## config.mk

```make
export PLATFORM = sky130hd
export DESIGN_NAME = sar_threshold_ctrl
export DESIGN_NICKNAME = d
export VERILOG_FILES = /design/src/rtl/sar_threshold_ctrl_pkg.sv /design/src/rtl/sar_threshold_ctrl_tick_cnt.sv /design/src/rtl/sar_threshold_ctrl.sv
export SDC_FILE = /design/constraint.sdc
export NUM_CORES = 1
export LEC_CHECK = 0
export CAP_MARGIN = 20
export CELL_PAD_IN_SITES_DETAIL_PLACEMENT = 1
export CELL_PAD_IN_SITES_GLOBAL_PLACEMENT = 1
export CORE_MARGIN = 1.5
export CORE_UTILIZATION = 35
export DETAILED_ROUTE_END_ITERATION = 12
export PLACE_DENSITY = 0.79
export SYNTH_ARGS = -nofsm -noshare
export SYNTH_HDL_FRONTEND = slang
export SYNTH_HIERARCHICAL = 1
export SYNTH_SLANG_ARGS = --single-unit
```

## constraint.sdc

```tcl
create_clock -name clk -period 4.6 [get_ports clk]
set_input_delay 0.92 -clock clk [delete_from_list [all_inputs] [get_ports clk]]
set_output_delay 0.92 -clock clk [all_outputs]
set_load 0.03 [all_outputs]
```

## src/rtl/sar_threshold_ctrl_pkg.sv

```systemverilog
// Shared types and defaults for the SAR threshold controller.
// Holds the FSM state encoding, default parameters and a midscale-code helper.
package sar_pkg;

    typedef enum logic [1:0] {
        IDLE,
        SAMPLE,
        CONVERT,
        DONE
    } sar_state_t;

    localparam int unsigned SAR_WIDTH      = 8;
    localparam int unsigned SAR_SAMPLE_CYC = 4;
    localparam int unsigned SAR_SETTLE     = 2;

    // First trial code of a conversion: only the MSB set (widths up to 16).
    function automatic logic [15:0] sar_midscale(input int unsigned width);
        return 16'(1) << (width - 1);
    endfunction

endpackage

```

## src/rtl/sar_threshold_ctrl_tick_cnt.sv

```systemverilog
// Loadable down-counter with a zero flag, shared by the sample and settle windows.
// Holds at zero until reloaded.
module sar_tick_cnt #(
    parameter int unsigned CNT_W = 2
) (
    input  logic             clk,
    input  logic             rst_n,
    input  logic             i_load,
    input  logic [CNT_W-1:0] i_load_val,
    output logic             o_zero
);

    logic [CNT_W-1:0] r_count;

    always_ff @(posedge clk) begin
        if (!rst_n) begin
            r_count <= '0;
        end else if (i_load) begin
            r_count <= i_load_val;
        end else if (r_count != '0) begin
            r_count <= r_count - CNT_W'(1);
        end
    end

    assign o_zero = (r_count == '0);

endmodule

```

## src/rtl/sar_threshold_ctrl.sv

```systemverilog
// Successive-approximation controller: tracks, then binary-searches a DAC threshold
// against the comparator decision and reports a WIDTH-bit result with a done pulse.
module sar_threshold_ctrl
    import sar_pkg::*;
#(
    parameter int unsigned WIDTH      = SAR_WIDTH,
    parameter int unsigned SAMPLE_CYC = SAR_SAMPLE_CYC,
    parameter int unsigned SETTLE     = SAR_SETTLE
) (
    input  logic             clk,
    input  logic             rst_n,
    input  logic             start,
    input  logic             comp_in,
    output logic [WIDTH-1:0] dac_code,
    output logic             sample,
    output logic             busy,
    output logic             done,
    output logic [WIDTH-1:0] result
);

    localparam int unsigned IDX_W    = $clog2(WIDTH);
    localparam int unsigned TICK_MAX = (SAMPLE_CYC > SETTLE) ? SAMPLE_CYC : SETTLE;
    localparam int unsigned CNT_W    = (TICK_MAX > 1) ? $clog2(TICK_MAX) : 1;

    localparam logic [CNT_W-1:0] SAMPLE_LOAD = CNT_W'(SAMPLE_CYC - 1);
    localparam logic [CNT_W-1:0] SETTLE_LOAD = CNT_W'(SETTLE - 1);
    localparam logic [WIDTH-1:0] MIDSCALE    = WIDTH'(sar_midscale(WIDTH));
    localparam logic [IDX_W-1:0] MSB_IDX     = IDX_W'(WIDTH - 1);

    sar_state_t       r_state;
    logic [WIDTH-1:0] r_dac_code;
    logic [WIDTH-1:0] r_result;
    logic [IDX_W-1:0] r_bit_idx;
    logic             r_sample;
    logic             r_busy;
    logic             r_done;

    logic             w_tick_zero;
    logic             w_tick_load;
    logic [CNT_W-1:0] w_tick_load_val;
    logic [WIDTH-1:0] w_decided;
    logic [WIDTH-1:0] w_next_code;

    sar_tick_cnt #(
        .CNT_W (CNT_W)
    ) u_tick_cnt (
        .clk        (clk),
        .rst_n      (rst_n),
        .i_load     (w_tick_load),
        .i_load_val (w_tick_load_val),
        .o_zero     (w_tick_zero)
    );

    // Reload the window counter at the start of the track phase and each new bit trial.
    always_comb begin
        w_tick_load     = 1'b0;
        w_tick_load_val = SETTLE_LOAD;
        case (r_state)
            IDLE: begin
                if (start) begin
                    w_tick_load     = 1'b1;
                    w_tick_load_val = SAMPLE_LOAD;
                end
            end
            SAMPLE:  w_tick_load = w_tick_zero;
            CONVERT: w_tick_load = w_tick_zero && (r_bit_idx != '0);
            default: w_tick_load = 1'b0;
        endcase
    end

    // The DAC register doubles as the SAR register: resolve bit i, then seed bit i-1.
    always_comb begin
        w_decided            = r_dac_code;
        w_decided[r_bit_idx] = comp_in;
        w_next_code          = w_decided;
        if (r_bit_idx != '0) begin
            w_next_code[r_bit_idx - IDX_W'(1)] = 1'b1;
        end
    end

    always_ff @(posedge clk) begin
        if (!rst_n) begin
            r_state    <= IDLE;
            r_dac_code <= '0;
            r_result   <= '0;
            r_bit_idx  <= '0;
            r_sample   <= 1'b0;
            r_busy     <= 1'b0;
            r_done     <= 1'b0;
        end else begin
            r_done <= 1'b0;
            case (r_state)
                IDLE: begin
                    if (start) begin
                        r_state  <= SAMPLE;
                        r_sample <= 1'b1;
                        r_busy   <= 1'b1;
                    end
                end
                SAMPLE: begin
                    if (w_tick_zero) begin
                        r_state    <= CONVERT;
                        r_sample   <= 1'b0;
                        r_dac_code <= MIDSCALE;
                        r_bit_idx  <= MSB_IDX;
                    end
                end
                CONVERT: begin
                    if (w_tick_zero) begin
                        r_dac_code <= w_next_code;
                        if (r_bit_idx != '0) begin
                            r_bit_idx <= r_bit_idx - IDX_W'(1);
                        end else begin
                            r_result <= w_next_code;
                            r_state  <= DONE;
                            r_busy   <= 1'b0;
                            r_done   <= 1'b1;
                        end
                    end
                end
                DONE: begin
                    r_state    <= IDLE;
                    r_dac_code <= '0;
                end
                default: r_state <= IDLE;
            endcase
        end
    end

    assign dac_code = r_dac_code;
    assign sample   = r_sample;
    assign busy     = r_busy;
    assign done     = r_done;
    assign result   = r_result;

endmodule
```

# Word level (Yosys, flattened, before mapping)
# Index checks and enable logic that the tools add are counted.
[op_classes] eq_ne=8 n_mux=31 magnitude_cmp=4 n_bitwise=2 reduce_logical=19 add_sub_neg=2
[op_table] op="$mux W8" count=3
[op_table] op="$pmux W8 S3" count=1
[op_table] op="$mux W2" count=8
[op_table] op="$reduce_and A3 Y1" count=4
[op_table] op="$reduce_and A4 Y1" count=3
[op_table] op="$ne A2 B2 Y1 const B" count=5
[op_table] op="$reduce_bool A2 Y1" count=5
[op_table] op="$mux W3" count=3
[op_table] op="$bwmux W8" count=1
[op_table] op="$lt A3 B4 Y1 const B" count=2
[op_table] op="$mux W1" count=8
[op_table] op="$or A8 B8 Y8" count=1
[op_table] op="$pmux W2 S4" count=1
[op_table] op="$demux W1 S3" count=2
[op_table] op="$ge A3 B1 Y1 const B" count=2
[op_table] op="$pmux W3 S2" count=1
[op_table] op="$reduce_bool A3 Y1" count=2
[op_table] op="$eq A2 B2 Y1 const B" count=2
[op_table] op="$logic_not A2 Y1" count=2
[op_table] op="$pmux W1 S2" count=2
[op_table] op="$logic_and A1 B1 Y1" count=3
[op_table] op="$pmux W1 S3" count=1
[op_table] op="$sub A3 B1 Y3 const B" count=1
[op_table] op="$eq A2 B1 Y1 const B" count=1
[op_table] op="other kinds (2)" count=2
[totals] in_bits=4 register_bits=26 output_inout_bits=19

# Depth between registers and ports, before layout
[depth] word_depth=9 mapped_depth=9 ltp_nobuf=8

# Modules after synthesis
# Netlist, hierarchy kept.
[modules_own_cells] mod="sar_threshold_ctrl" instances=1 area_each_um2=1401.3 cells_per_inst=162
[modules_own_cells] mod="sar_tick_cnt" instances=1 area_each_um2=123.9 cells_per_inst=13

# Least setup slack after synthesis
# Ideal clock, no wire load.
[synth_timing] path_type="register -> register" start="register r_bit_idx[0]" end="register u_tick_cnt.r_count[1]" setup_ps=84 slack_ps=2778 t_required_ps=4516 synth_period_minus_slack_ps=1822 arrival_time_ps=1737 path_stages_with_launch=10 path_buffers=1 path_cell_list="dfxtp_1 buf_4 inv_1 ha_1 nand2b_1 a21o_1 a21oi_1 nor2_1 nand2b_4 o31ai_2"
[synth_between] elab_chain_len=4
[synth_lines] element="from (decl)" line="sar_threshold_ctrl.sv:33" text="logic [IDX_W-1:0] r_bit_idx;"
[synth_lines] element="from (signal assigned)" line="sar_threshold_ctrl.sv:112" text="r_bit_idx <= r_bit_idx - IDX_W'(1);"
[synth_lines] element="$reduce_bool A3 Y1 (*)" line="sar_threshold_ctrl.sv:66" text="CONVERT: w_tick_load = w_tick_zero && (r_bit_idx != '0);"
[synth_lines] element="$logic_and A1 B1 Y1 (*)" line="sar_threshold_ctrl.sv:66"
[synth_lines] element="$pmux W1 S3 (*)" line="sar_threshold_ctrl.sv:58" text="case (r_state)"
[synth_lines] element="named net w_tick_load" line="sar_threshold_ctrl.sv:39" text="logic w_tick_load;"
[synth_lines] element="$mux W2 or $reduce_bool A2 Y1 (tied branches)"
[synth_lines] element="to (signal assigned)" line="sar_threshold_ctrl_tick_cnt.sv:19" text="r_count <= i_load_val;"
[synth_lines] element="to (signal assigned)" line="sar_threshold_ctrl_tick_cnt.sv:21" text="r_count <= r_count - CNT_W'(1);"
[synth_lines] element="to (decl)" line="sar_threshold_ctrl_tick_cnt.sv:13" text="logic [CNT_W-1:0] r_count;"
# The timed path passes the listed nets; every way through them passes the cells marked *.
# A chain may end at the register's enable or synchronous reset.

==> results.ini <==
[clocking]
cts_setup_buffers = 0
cts_buffers = 3
ctsHoldBuffers = 0
cts_tree = built
clk_pin_slew_ns = 0.10
cts_root_buf = clkbuf_8
clock_latency_ns = 0.28
cts.sinks = 26
htree_num_levels = 1
cts_resized = 0
cts_max_path_buffers = 2

[placement]
port_buffers = 22
dp.cells = 240
hpwl_mm = 3.02
dp_slack_ns = 1.62
gp_congestion = 0.763

[synthesis]
synthFlopType = dfxtp_1
synth-async-reset-ratio_pct = 0
syn-cell-area_um2 = 1530
synth_edf_count = 0
ys_seq_area_share_pct = 34.1
syn_nets = 187
syn_area_per_cell_um2 = 8.72
ys_seq_elements = 26
ys_warn_count = 6
syn_inst = 175
netlist-cell-type-count = 50

[critical_path]
max_stage_delay_ns = 0.82
arrival_ns = 2.96
worstSetupStartpointType = input port
path_class = input port to flop
crit_family = buffers and inverters
cp_slowest_cell = clkdlybuf4s50_1
required_ns = 4.80
path_cells = clkdlybuf4s50_1 > inv_1 > o31ai_2 > nand2_1 > o21ai_0
crit_buf_inv = 2
endpoint_kind = flop
critPathMaxFanout = 15

[sta]
post-route-period-util_pct = 59.8
max_freq_ghz = 0.363
min_period_ns = 2.75
worst_slack_ns = 1.85
hold_viol = 0
setup_tns_ns = 0
slew_headroom_pct = 51.7
rsz0062_at_grt = false
setup_viol = 0
final.setup_skew_ns = 0.0114
tightest_slew_ns = 0.724
maxSlewViolCount = 0

[drt]
first_iter_violations = 39
viasPerCell = 5.36
ant_nets = 0
wl_per_cell_um = 16.5
firstDrtPassIters = 4
drt_wl_total_mm = 4.03
drc = 0
via_count = 1309

[job]
drv_cap = 0

[power]
peakVddDrop_mv = 0.350
leakagePower_nw = 0.704
power.density_nw_per_um2 = 630

[finish]
drive_above_1_share_pct = 12.9
n_antenna_cell = 0
nNetsFinal = 207
fill_cells = 494
area_delta_synth_final_pct = 20.2
instances_no_fill = 244

[global_routing]
grt_start_max_net_pins = 18
grtUsageTotal_pct = 17.0
grt_pass1_vias = 1362
grt_antenna_before_repair = 0
grt-ovfl-total = 0
grt_pass1_wl_mm = 6.73

[floorplan]
die_w_um = 69.0
core_area_um2 = 4090
io_pins = 23
rows = 23
die-area_um2 = 4760
initial_core_util_pct = 37.3
die_h_um = 69.0

[hold_path]
hp-class = flop to flop

[status]
status = complete, no violations

## synthesized netlist by cell type, drive strengths merged (3+ instances only)
cell	number	share of area, %
ha	8	6.6
nand2b	5	2.5
nand2	13	3.4
nor3b	5	3.2
a21oi	13	4.3
o31ai	4	2.6
nand3	6	2.3
mux2	6	4.7
buf	5	2.5
nor3	4	1.3
inv	10	2.5
mux2i	3	2.2
o21ai	17	5.6
nor2	22	5.6
nor2b	3	1.2
nand3b	3	2.3
dfxtp	26	34
## metal layers
metal | vias up | global-route usage [%] | wire length, um
met5 | - | 0 | 0
met4 | 0 | 5.23 | 44
met3 | 4 | 1.17 | 101
met2 | 22 | 30.6 | 2020
met1 | 635 | 21.7 | 1870
li1 | 648 | - | -
## cell families after synthesis
| kind of cell | Yosys count | synth area share, % |
|---|---|---|
| simple gates | 65 | 24.3 |
| compound gates | 48 | 21.8 |
| xor+xnor | 1 | 0.574 |
| other cells | 1 | 0.246 |
| fa+ha+maj | 8 | 6.56 |
| buf+inv | 17 | 5.50 |
| flops | 26 | 34.1 |
| mux | 9 | 6.89 |
## power breakdown
part           leakage (nW)  switching (mW)  total [mW]  internal [mW]
logic                 0.457           0.373       0.623          0.250
registers             0.212          0.0612       0.338          0.277
clock network        0.0357          0.0764       0.193          0.117
total                 0.704           0.511        1.15          0.643
## final cells by class
class	instances	area (um2)	area share, %
clock buffer	3	41.3	2.25
clock inverter	1	30.0	1.64
inverter	10	37.5	2.05
multi-input combinational	132	921	50.2
sequential	26	520	28.4
tap	50	62.6	3.41
timing repair buffer	22	220	12.0
## flip-flops by register name (all words and copies together), names as in the netlist
name and cells:
u_tick_cnt/r_count 2, dac_code 8, result 8, r_bit_idx 3, done 1, r_state 2
sample 1, busy 1
## worst paths after layout
kind,from,end,slack (ns),cells past startpoint
min reg2reg,result[7],result[7],0.48,2
min,result[7],result[7],0.48,2
max,rst_n,dac_code[0],1.85,5
max reg2reg,r_bit_idx[0],u_tick_cnt/r_count[1],2.44,8
## layout by cell type (no fill, tap or decap), types with 2 or more instances in the layout
cell type / count
a21o_1: 2
a21oi_1: 13
clkbuf_8: 3
clkdlybuf4s50_1: 22
dfxtp_1: 26
ha_1: 8
inv_1: 9
mux2_2: 5
mux2i_1: 2
nand2_1: 12
nand2b_1: 4
nand3_1: 5
nand3b_1: 2
nor2_1: 21
nor2b_1: 3
nor3_1: 4
nor3b_1: 4
o21ai_0: 16
o31ai_1: 2
o31ai_2: 2
## worst register-to-register path: stages (launching register included)
cell and delay (ns):
dfxtp_1 0.63, inv_1 0.20, ha_1 0.38, nand2b_1 0.20, a21o_1 0.14, a21oi_1 0.06
nor2_1 0.20, nand2b_4 0.17, o31ai_2 0.08
## stage by stage
step	power [mW]	hold slack, ns	area [um2]	util (%)
final	1.15	0.475	1830	44.9
after global routing	1.23	0.509	1830	44.9
after CTS	1.16	0.482	1830	44.9
after detailed placement	0.961	0.457	1760	43.1
after global placement	0.925	0.456	1760	43.1
after floorplan	0.807	0.520	1530	-
Note: power is estimated with default switching activity, not from simulation.
